**src/rtl/bgd_mul_pipe_sat_if.sv**
```systemverilog
// Stream bundle for bgd_mul_pipe_sat: operand side and result side,
// each with a valid/ready pair.
interface bgd_mul_pipe_sat_if #(
  parameter int A_WIDTH = 15,
  parameter int B_WIDTH = 15,
  parameter int P_WIDTH = 15
);
  logic               in_valid;
  logic               in_ready;
  logic [A_WIDTH-1:0] din0;
  logic [B_WIDTH-1:0] din1;
  logic               out_valid;
  logic               out_ready;
  logic [P_WIDTH-1:0] dout;
  logic               sat;

  modport master (
    output in_valid,
    output din0,
    output din1,
    output out_ready,
    input  in_ready,
    input  out_valid,
    input  dout,
    input  sat
  );

  modport slave (
    input  in_valid,
    input  din0,
    input  din1,
    input  out_ready,
    output in_ready,
    output out_valid,
    output dout,
    output sat
  );
endinterface

```
**src/rtl/bgd_mul_pipe_sat.sv**
```systemverilog
// Pipelined signed multiplier with fixed-point rescale, rounding,
// optional saturation, global-stall flow control and a sat counter.
module bgd_mul_pipe_sat #(
  parameter int A_WIDTH    = 15,
  parameter int B_WIDTH    = 15,
  parameter int P_WIDTH    = 15,
  parameter int FRAC_SHIFT = 0,
  parameter int ROUND_EN   = 0,
  parameter int SAT_EN     = 1,
  parameter int NUM_STAGE  = 4,
  parameter int CNT_WIDTH  = 16
) (
  input  logic                 clk,
  input  logic                 reset,
  bgd_mul_pipe_sat_if.slave    bus,
  input  logic                 cnt_clr,
  output logic [CNT_WIDTH-1:0] sat_cnt
);

  localparam int M   = A_WIDTH + B_WIDTH;
  localparam int E   = M + 1;
  localparam int D   = NUM_STAGE - 3;
  localparam int RSH = (FRAC_SHIFT > 0) ? FRAC_SHIFT - 1 : 0;

  localparam logic signed [E-1:0] RND_K =
    ((ROUND_EN != 0) && (FRAC_SHIFT > 0)) ? (E'(1) << RSH) : '0;

  localparam logic signed [E-1:0] MAXV =
    {{(E-P_WIDTH+1){1'b0}}, {(P_WIDTH-1){1'b1}}};
  localparam logic signed [E-1:0] MINV =
    {{(E-P_WIDTH+1){1'b1}}, {(P_WIDTH-1){1'b0}}};

  logic                        w_stall;
  logic                        w_acc;
  logic                        w_xout;

  logic signed [A_WIDTH-1:0]   r_a;
  logic signed [B_WIDTH-1:0]   r_b;
  logic                        r_v1;

  logic signed [M-1:0]         w_ax;
  logic signed [M-1:0]         w_bx;
  logic signed [M-1:0]         w_prod;
  logic signed [M-1:0]         r_p;
  logic                        r_v2;

  logic signed [E-1:0]         w_ext;
  logic signed [E-1:0]         w_rnd;
  logic signed [E-1:0]         w_sc;
  logic                        w_hi;
  logic                        w_lo;
  logic        [P_WIDTH-1:0]   w_res;
  logic                        w_sat;

  logic        [P_WIDTH-1:0]   r_d3;
  logic                        r_s3;
  logic                        r_v3;

  logic        [P_WIDTH-1:0]   w_dout;
  logic                        w_osat;
  logic                        w_ov;

  logic        [CNT_WIDTH-1:0] r_cnt;

  assign w_stall      = w_ov & ~bus.out_ready;
  assign w_acc        = bus.in_valid & ~w_stall;
  assign w_xout       = w_ov & bus.out_ready;

  assign bus.in_ready  = ~w_stall;
  assign bus.out_valid = w_ov;
  assign bus.dout      = w_dout;
  assign bus.sat       = w_osat;
  assign sat_cnt       = r_cnt;

  // Operands sign-extended to the full product width.
  assign w_ax   = {{B_WIDTH{r_a[A_WIDTH-1]}}, r_a};
  assign w_bx   = {{A_WIDTH{r_b[B_WIDTH-1]}}, r_b};
  assign w_prod = w_ax * w_bx;

  // One guard bit so the rounding add never overflows.
  assign w_ext  = {r_p[M-1], r_p};
  assign w_rnd  = w_ext + RND_K;
  assign w_sc   = w_rnd >>> FRAC_SHIFT;
  assign w_hi   = (w_sc > MAXV);
  assign w_lo   = (w_sc < MINV);

  always_comb begin
    w_res = w_sc[P_WIDTH-1:0];
    w_sat = 1'b0;
    if (SAT_EN != 0) begin
      unique case (1'b1)
        w_hi: begin
          w_res = MAXV[P_WIDTH-1:0];
          w_sat = 1'b1;
        end
        w_lo: begin
          w_res = MINV[P_WIDTH-1:0];
          w_sat = 1'b1;
        end
        default: ;
      endcase
    end
  end

  always_ff @(posedge clk or negedge reset) begin
    if (!reset) begin
      r_a  <= '0;
      r_b  <= '0;
      r_v1 <= 1'b0;
      r_p  <= '0;
      r_v2 <= 1'b0;
      r_d3 <= '0;
      r_s3 <= 1'b0;
      r_v3 <= 1'b0;
    end else if (!w_stall) begin
      r_v1 <= w_acc;
      if (w_acc) begin
        r_a <= bus.din0;
        r_b <= bus.din1;
      end
      r_p  <= w_prod;
      r_v2 <= r_v1;
      r_d3 <= w_res;
      r_s3 <= w_sat;
      r_v3 <= r_v2;
    end
  end

  if (D > 0) begin : g_dly
    logic [P_WIDTH+1:0] r_q [D];

    always_ff @(posedge clk or negedge reset) begin
      if (!reset) begin
        for (int i = 0; i < D; i++) begin
          r_q[i] <= '0;
        end
      end else if (!w_stall) begin
        r_q[0] <= {r_v3, r_s3, r_d3};
        for (int i = 1; i < D; i++) begin
          r_q[i] <= r_q[i-1];
        end
      end
    end

    assign w_ov   = r_q[D-1][P_WIDTH+1];
    assign w_osat = r_q[D-1][P_WIDTH];
    assign w_dout = r_q[D-1][P_WIDTH-1:0];
  end else begin : g_nodly
    assign w_ov   = r_v3;
    assign w_osat = r_s3;
    assign w_dout = r_d3;
  end

  // Clear has priority; count sticks at all-ones.
  always_ff @(posedge clk or negedge reset) begin
    if (!reset) begin
      r_cnt <= '0;
    end else if (cnt_clr) begin
      r_cnt <= '0;
    end else if (w_xout && w_osat && (r_cnt != '1)) begin
      r_cnt <= r_cnt + CNT_WIDTH'(1);
    end
  end

endmodule

```
**src/flat_wrapper.sv**
```systemverilog
// flat-port wrapper written by rule: the top's interface ports become plain ports
module bgd_mul_pipe_sat_flat 
#(
  parameter int A_WIDTH    = 15,
  parameter int B_WIDTH    = 15,
  parameter int P_WIDTH    = 15,
  parameter int FRAC_SHIFT = 0,
  parameter int ROUND_EN   = 0,
  parameter int SAT_EN     = 1,
  parameter int NUM_STAGE  = 4,
  parameter int CNT_WIDTH  = 16
)
  (clk, reset, cnt_clr, sat_cnt, bus_in_valid, bus_din0, bus_din1, bus_out_ready, bus_in_ready, bus_out_valid, bus_dout, bus_sat);
  bgd_mul_pipe_sat_if #(.A_WIDTH(A_WIDTH), .B_WIDTH(B_WIDTH), .P_WIDTH(P_WIDTH)) bus_i ();
  input  logic clk;
  input  logic reset;
  input  logic cnt_clr;
  output logic [CNT_WIDTH-1:0] sat_cnt;
  input wire logic [$bits(bus_i.in_valid)-1:0] bus_in_valid;
  input wire logic [$bits(bus_i.din0)-1:0] bus_din0;
  input wire logic [$bits(bus_i.din1)-1:0] bus_din1;
  input wire logic [$bits(bus_i.out_ready)-1:0] bus_out_ready;
  output wire logic [$bits(bus_i.in_ready)-1:0] bus_in_ready;
  output wire logic [$bits(bus_i.out_valid)-1:0] bus_out_valid;
  output wire logic [$bits(bus_i.dout)-1:0] bus_dout;
  output wire logic [$bits(bus_i.sat)-1:0] bus_sat;
  assign bus_i.in_valid = bus_in_valid;
  assign bus_i.din0 = bus_din0;
  assign bus_i.din1 = bus_din1;
  assign bus_i.out_ready = bus_out_ready;
  assign bus_in_ready = bus_i.in_ready;
  assign bus_out_valid = bus_i.out_valid;
  assign bus_dout = bus_i.dout;
  assign bus_sat = bus_i.sat;
  bgd_mul_pipe_sat #(.A_WIDTH(A_WIDTH), .B_WIDTH(B_WIDTH), .P_WIDTH(P_WIDTH), .FRAC_SHIFT(FRAC_SHIFT), .ROUND_EN(ROUND_EN), .SAT_EN(SAT_EN), .NUM_STAGE(NUM_STAGE), .CNT_WIDTH(CNT_WIDTH)) u_core (.clk(clk), .reset(reset), .bus(bus_i), .cnt_clr(cnt_clr), .sat_cnt(sat_cnt));
endmodule
```
**config.mk**
```make
export PLATFORM = sky130hd
export DESIGN_NAME = bgd_mul_pipe_sat_flat
export DESIGN_NICKNAME = d
export VERILOG_FILES = /design/src/rtl/bgd_mul_pipe_sat_if.sv /design/src/rtl/bgd_mul_pipe_sat.sv /design/src/flat_wrapper.sv
export SDC_FILE = /design/constraint.sdc
export NUM_CORES = 1
export LEC_CHECK = 0
export CAP_MARGIN = 25
export CORE_ASPECT_RATIO = 0.6
export CORE_MARGIN = 10
export CORE_UTILIZATION = 45
export CTS_CLUSTER_SIZE = 14
export DETAILED_ROUTE_END_ITERATION = 8
export DONT_BUFFER_PORTS = 1
export PLACE_DENSITY = 0.58
export SETUP_SLACK_MARGIN = 0.4
export SLEW_MARGIN = 20
export SYNTH_ARGS = -nofsm -noshare
export SYNTH_HDL_FRONTEND = slang
export SYNTH_SLANG_ARGS = --single-unit
```
**constraint.sdc**
```tcl
create_clock -name clk -period 7.36 [get_ports clk]
set_input_delay 2.208 -clock clk [delete_from_list [all_inputs] [get_ports clk]]
set_output_delay 2.208 -clock clk [all_outputs]
set_load 0.05 [all_outputs]
```
# After elaboration in Yosys (flattened, before gate mapping)
# Index checks and enable logic that the tools add are counted.
# Widths: inputs -> output; s select.
# op_classes
add_sub_neg	1
n_mul	1
order_cmp	2
eq_ne	1
muxes	4
bitwise	5
n_reduce_logical	5
# op_table
operator	count
$mux 16	2
$gt 30x15->1 const B	1
$lt 30x15->1 const B	1
$mul 15x15->30	1
$pmux 15 s2	1
$add 16x1->16 const B	1
$ne 16x16->1 const B	1
$and 1x1->1	3
$logic_and 1x1->1	2
$not 1->1	2
$reduce_and 2->1	1
$reduce_bool 2->1	1
$reduce_or 2->1	1
$mux 1	1
# totals
register_bits	112
input_bits	35
out_inout_bits	34
word_cells	29

# Longest topological paths before layout
# logic_depth
depth_word	5
mapped_depth	22
ltp_nobuf	21

# Worst setup path after synthesis
# OpenSTA, ideal clock, no wires.
# synth_path
path_kind	register -> register
start	register u_core.r_a[14]
end	register u_core.r_p[25]
setup_ps	120
t_arrival_ps	5840
t_required_ps	7240
slack_ps	1400
path_stages_with_launch	20
period_less_slack_ps	5960
path_cell_list	dfrtp_1 > clkbuf_1 > nand2_1 > inv_1 > fa_1 > fa_1 > fa_1 > fa_1 > fa_1 > inv_1 > fa_1 > inv_1 > ha_1 > o21ai_1 > o21bai_1 > a211oi_2 > nor4_2 > o31a_1 > or3_1 > a31o_1
# synth_via
elab_chain_cells	1
# synth_rtl
item	line	rtl
start, declared	bgd_mul_pipe_sat.sv:37	logic signed [A_WIDTH-1:0] r_a;
start signal, assigned	bgd_mul_pipe_sat.sv:118	r_a <= bus.din0;
$mul 15x15->30	bgd_mul_pipe_sat.sv:78	assign w_prod = w_ax * w_bx;
end signal, assigned	bgd_mul_pipe_sat.sv:121	r_p <= w_prod;
end, declared	bgd_mul_pipe_sat.sv:44	logic signed [M-1:0] r_p;
# No other way between the ends.
# A chain may end at the register's enable or synchronous reset.

# Final worst setup path
# layout_path
start	register u_core.r_b[1]
end	register u_core.r_p[26]
# layout_via
elab_chain_cells	1
# layout_rtl
item	line	rtl
start, declared	bgd_mul_pipe_sat.sv:38	logic signed [B_WIDTH-1:0] r_b;
start signal, assigned	bgd_mul_pipe_sat.sv:119	r_b <= bus.din1;
$mul 15x15->30	bgd_mul_pipe_sat.sv:78	
# No other way between the ends.

==> run metrics <==
status completed; number of synthesized register bits 112; CTS Root Buffer Type clkbuf_16; largest net degree at the start of global routing 113; Inserted Diodes 0; Via-to-Cell Ratio 5.12; fin. max-slew vios 0; MaxCap Viol Count 0; DRT Pass-1 Iters 4; Detailed Route Iter0 Violations 475; worst hold path type reg -> reg; H-tree level count 3; crit path kind reg -> reg; Synth top area share 0.340; CP bufs+invs 3; CTS buffer count 9; crit path time final 6.60 ns; dpl hpwl 23,200 µm; most frequent CP cell fa_1; initial antenna violation count 0; row cnt 48; IO Count 69; Die Ht 152 µm; post-synth cell types 45; Die Wd 240 µm; Overall Global Routing Usage 0.168; Synth area leader fa_1; layout cells sized above 1 0.0497; Routed Antenna Nets 0; total core area 28,600 µm²; final WL 28,800 µm; family with the most delay on the worst path adder cells; main area contributors after synthesis fa_1, dfrtp_1, ha_1, inv_1, nand2_1; Synth top cells by count inv_1, fa_1, nand2_1, dfrtp_1, and2_1; CTS tree yes; RSZ-0062 raised after global routing no; area grow syn2layout 5.30%; Post-CTS Setup Inserts 0; Initial Utilization 0.456; number of synthesized flops with an enable pin 0; number of setup violations in the final report 0; Max Buffers Root-to-Sink 2; R2R Setup Slk 0.76 ns; asr flop ratio synth 1.00; post-CTS resize count 0; critical path startpoint category register; slew margin rel. 0.497; Fmax achieved 152 MHz; wire per inst 16.7 µm; Setup crit end kind register; first-pass GRT wire length 49,200 µm; total global routing overflow 0; Worst EP required 7.66 ns; CTS clk-pin slew, worst paths 0.08 ns; number of global-route vias before repair 9,144; placer congestion estimate 0.829; clock latency on the worst-skew pair 0.38 ns; slowest cell delay on critical path 0.92 ns; synthesized area per cell 9.51 µm²; Syn Nets 1,714; # hold bufs at CTS 0; Mapped Cells 1,374; Worst Path Arrival 6.90 ns; Syn. warnings 0; PortBufs 0; Clock Skew 0.0106 ns; via count 8,811; Sinks on Clock Net 112; DRC 0; Hold Fails Final Rpt 0; final setup TNS 0 ns; predominant post-synthesis flop cell dfrtp_1; post-synthesis cell area 13,100 µm²; die area 36,500 µm²; CP Max Fanout 16; Seq/Total Area, Yosys 0.215; NumNets Final 1,682; crit path max-delay cell type fa_1; most frequent cell after synthesis inv_1; slew at the pin closest to its max-slew limit 0.755 ns; post-route clock period utilization 0.897; Cell Chain, Critical Path nand2_1 -> inv_1 -> fa_1 -> fa_1 -> fa_1 -> fa_1 -> fa_1 -> inv_1 -> fa_1 -> inv_1 -> ha_1 -> nand4_1 -> or3_1 -> o2111ai_1 -> a41oi_1 -> xor2_1 -> a21oi_1
[final timing paths]
| path | startpoint | end | cells past startpoint |
|---|---|---|---|
| setup / recovery | u_core.r_b[1] | u_core.r_p[26] | 17 |
| hold reg to reg | u_core.r_v3 | u_core.r_v3 | 2 |
| max in group asynchronous | reset | u_core.r_a[11] | 0 |
| hold / removal | u_core.r_v3 | u_core.r_v3 | 2 |
| min in group asynchronous | reset | u_core.r_p[27] | 0 |
| setup reg to reg | u_core.r_b[1] | u_core.r_p[26] | 17 |
[cell families after synthesis]
logic type	count (synthesis)	share of synthesized area
simple gates	441	0.158
fa+ha+maj	305	0.420
mux	31	0.0266
flops	112	0.215
xor+xnor	41	0.0275
buf+inv	320	0.0920
compound gates	124	0.0614
[layer usage]
layer  up-vias  track usage  wire [µm]
met1      4529        0.249      14200
met5         -            0          0
met4         0       0.0423        433
met2       140        0.247      13000
met3        21       0.0307       1150
li1       4121            -          -
[registers in the layout (all words and copies together) (netlist names)]
register / flops
u_core.g_dly.r_q: 17
u_core.r_b: 15
u_core.r_d3: 15
u_core.r_v3: 1
u_core.r_a: 15
u_core.r_v2: 1
u_core.r_s3: 1
u_core.r_p: 30
u_core.r_v1: 1
u_core.sat_cnt: 16
[through the flow]
step,setup WS (ns),hold WS [ns],util,cells,area [µm²]
final,0.760,0.476,0.480,1722,13800
after global routing,0.405,0.503,0.480,1722,13800
after CTS,0.772,0.475,0.480,1722,13800
after detailed placement,0.830,0.452,0.468,1706,13400
after global placement,0.957,0.441,0.468,1706,13400
after floorplan,1.40,0.430,-,1374,13100
[cells in the final DEF, fill, tap and decap left out, types with 13 or more instances in the layout]
| master | n |
|---|---|
| xor2_1 | 22 |
| nor3_1 | 13 |
| nand2_1 | 216 |
| xnor2_1 | 19 |
| nor2_1 | 53 |
| ha_1 | 83 |
| mux2_2 | 30 |
| inv_1 | 267 |
| o21ai_0 | 32 |
| fa_1 | 222 |
| and2_1 | 110 |
| a21oi_1 | 44 |
| dfrtp_1 | 112 |
[layout make-up]
class                           instances  area [µm²]
Clock buffer                            9         225
Fill cell                            2737       14900
Clock inverter                          7         110
Timing Repair Buffer                    9        67.6
Multi-Input combinational cell        942        9070
Tap cell                              375         469
Inverter                              268        1010
Sequential cell                       112        2800
[tightest hold or removal path, delay by kind of cell, from the launching register on]
kind / cells / cell delay [ns]
DFF: 1 / 0.35
and+or+nand+nor: 2 / 0.10
Power is left out: the tool's default activity adds up to more than one toggle a clock period on the data nets, which glitch-free logic cannot reach.
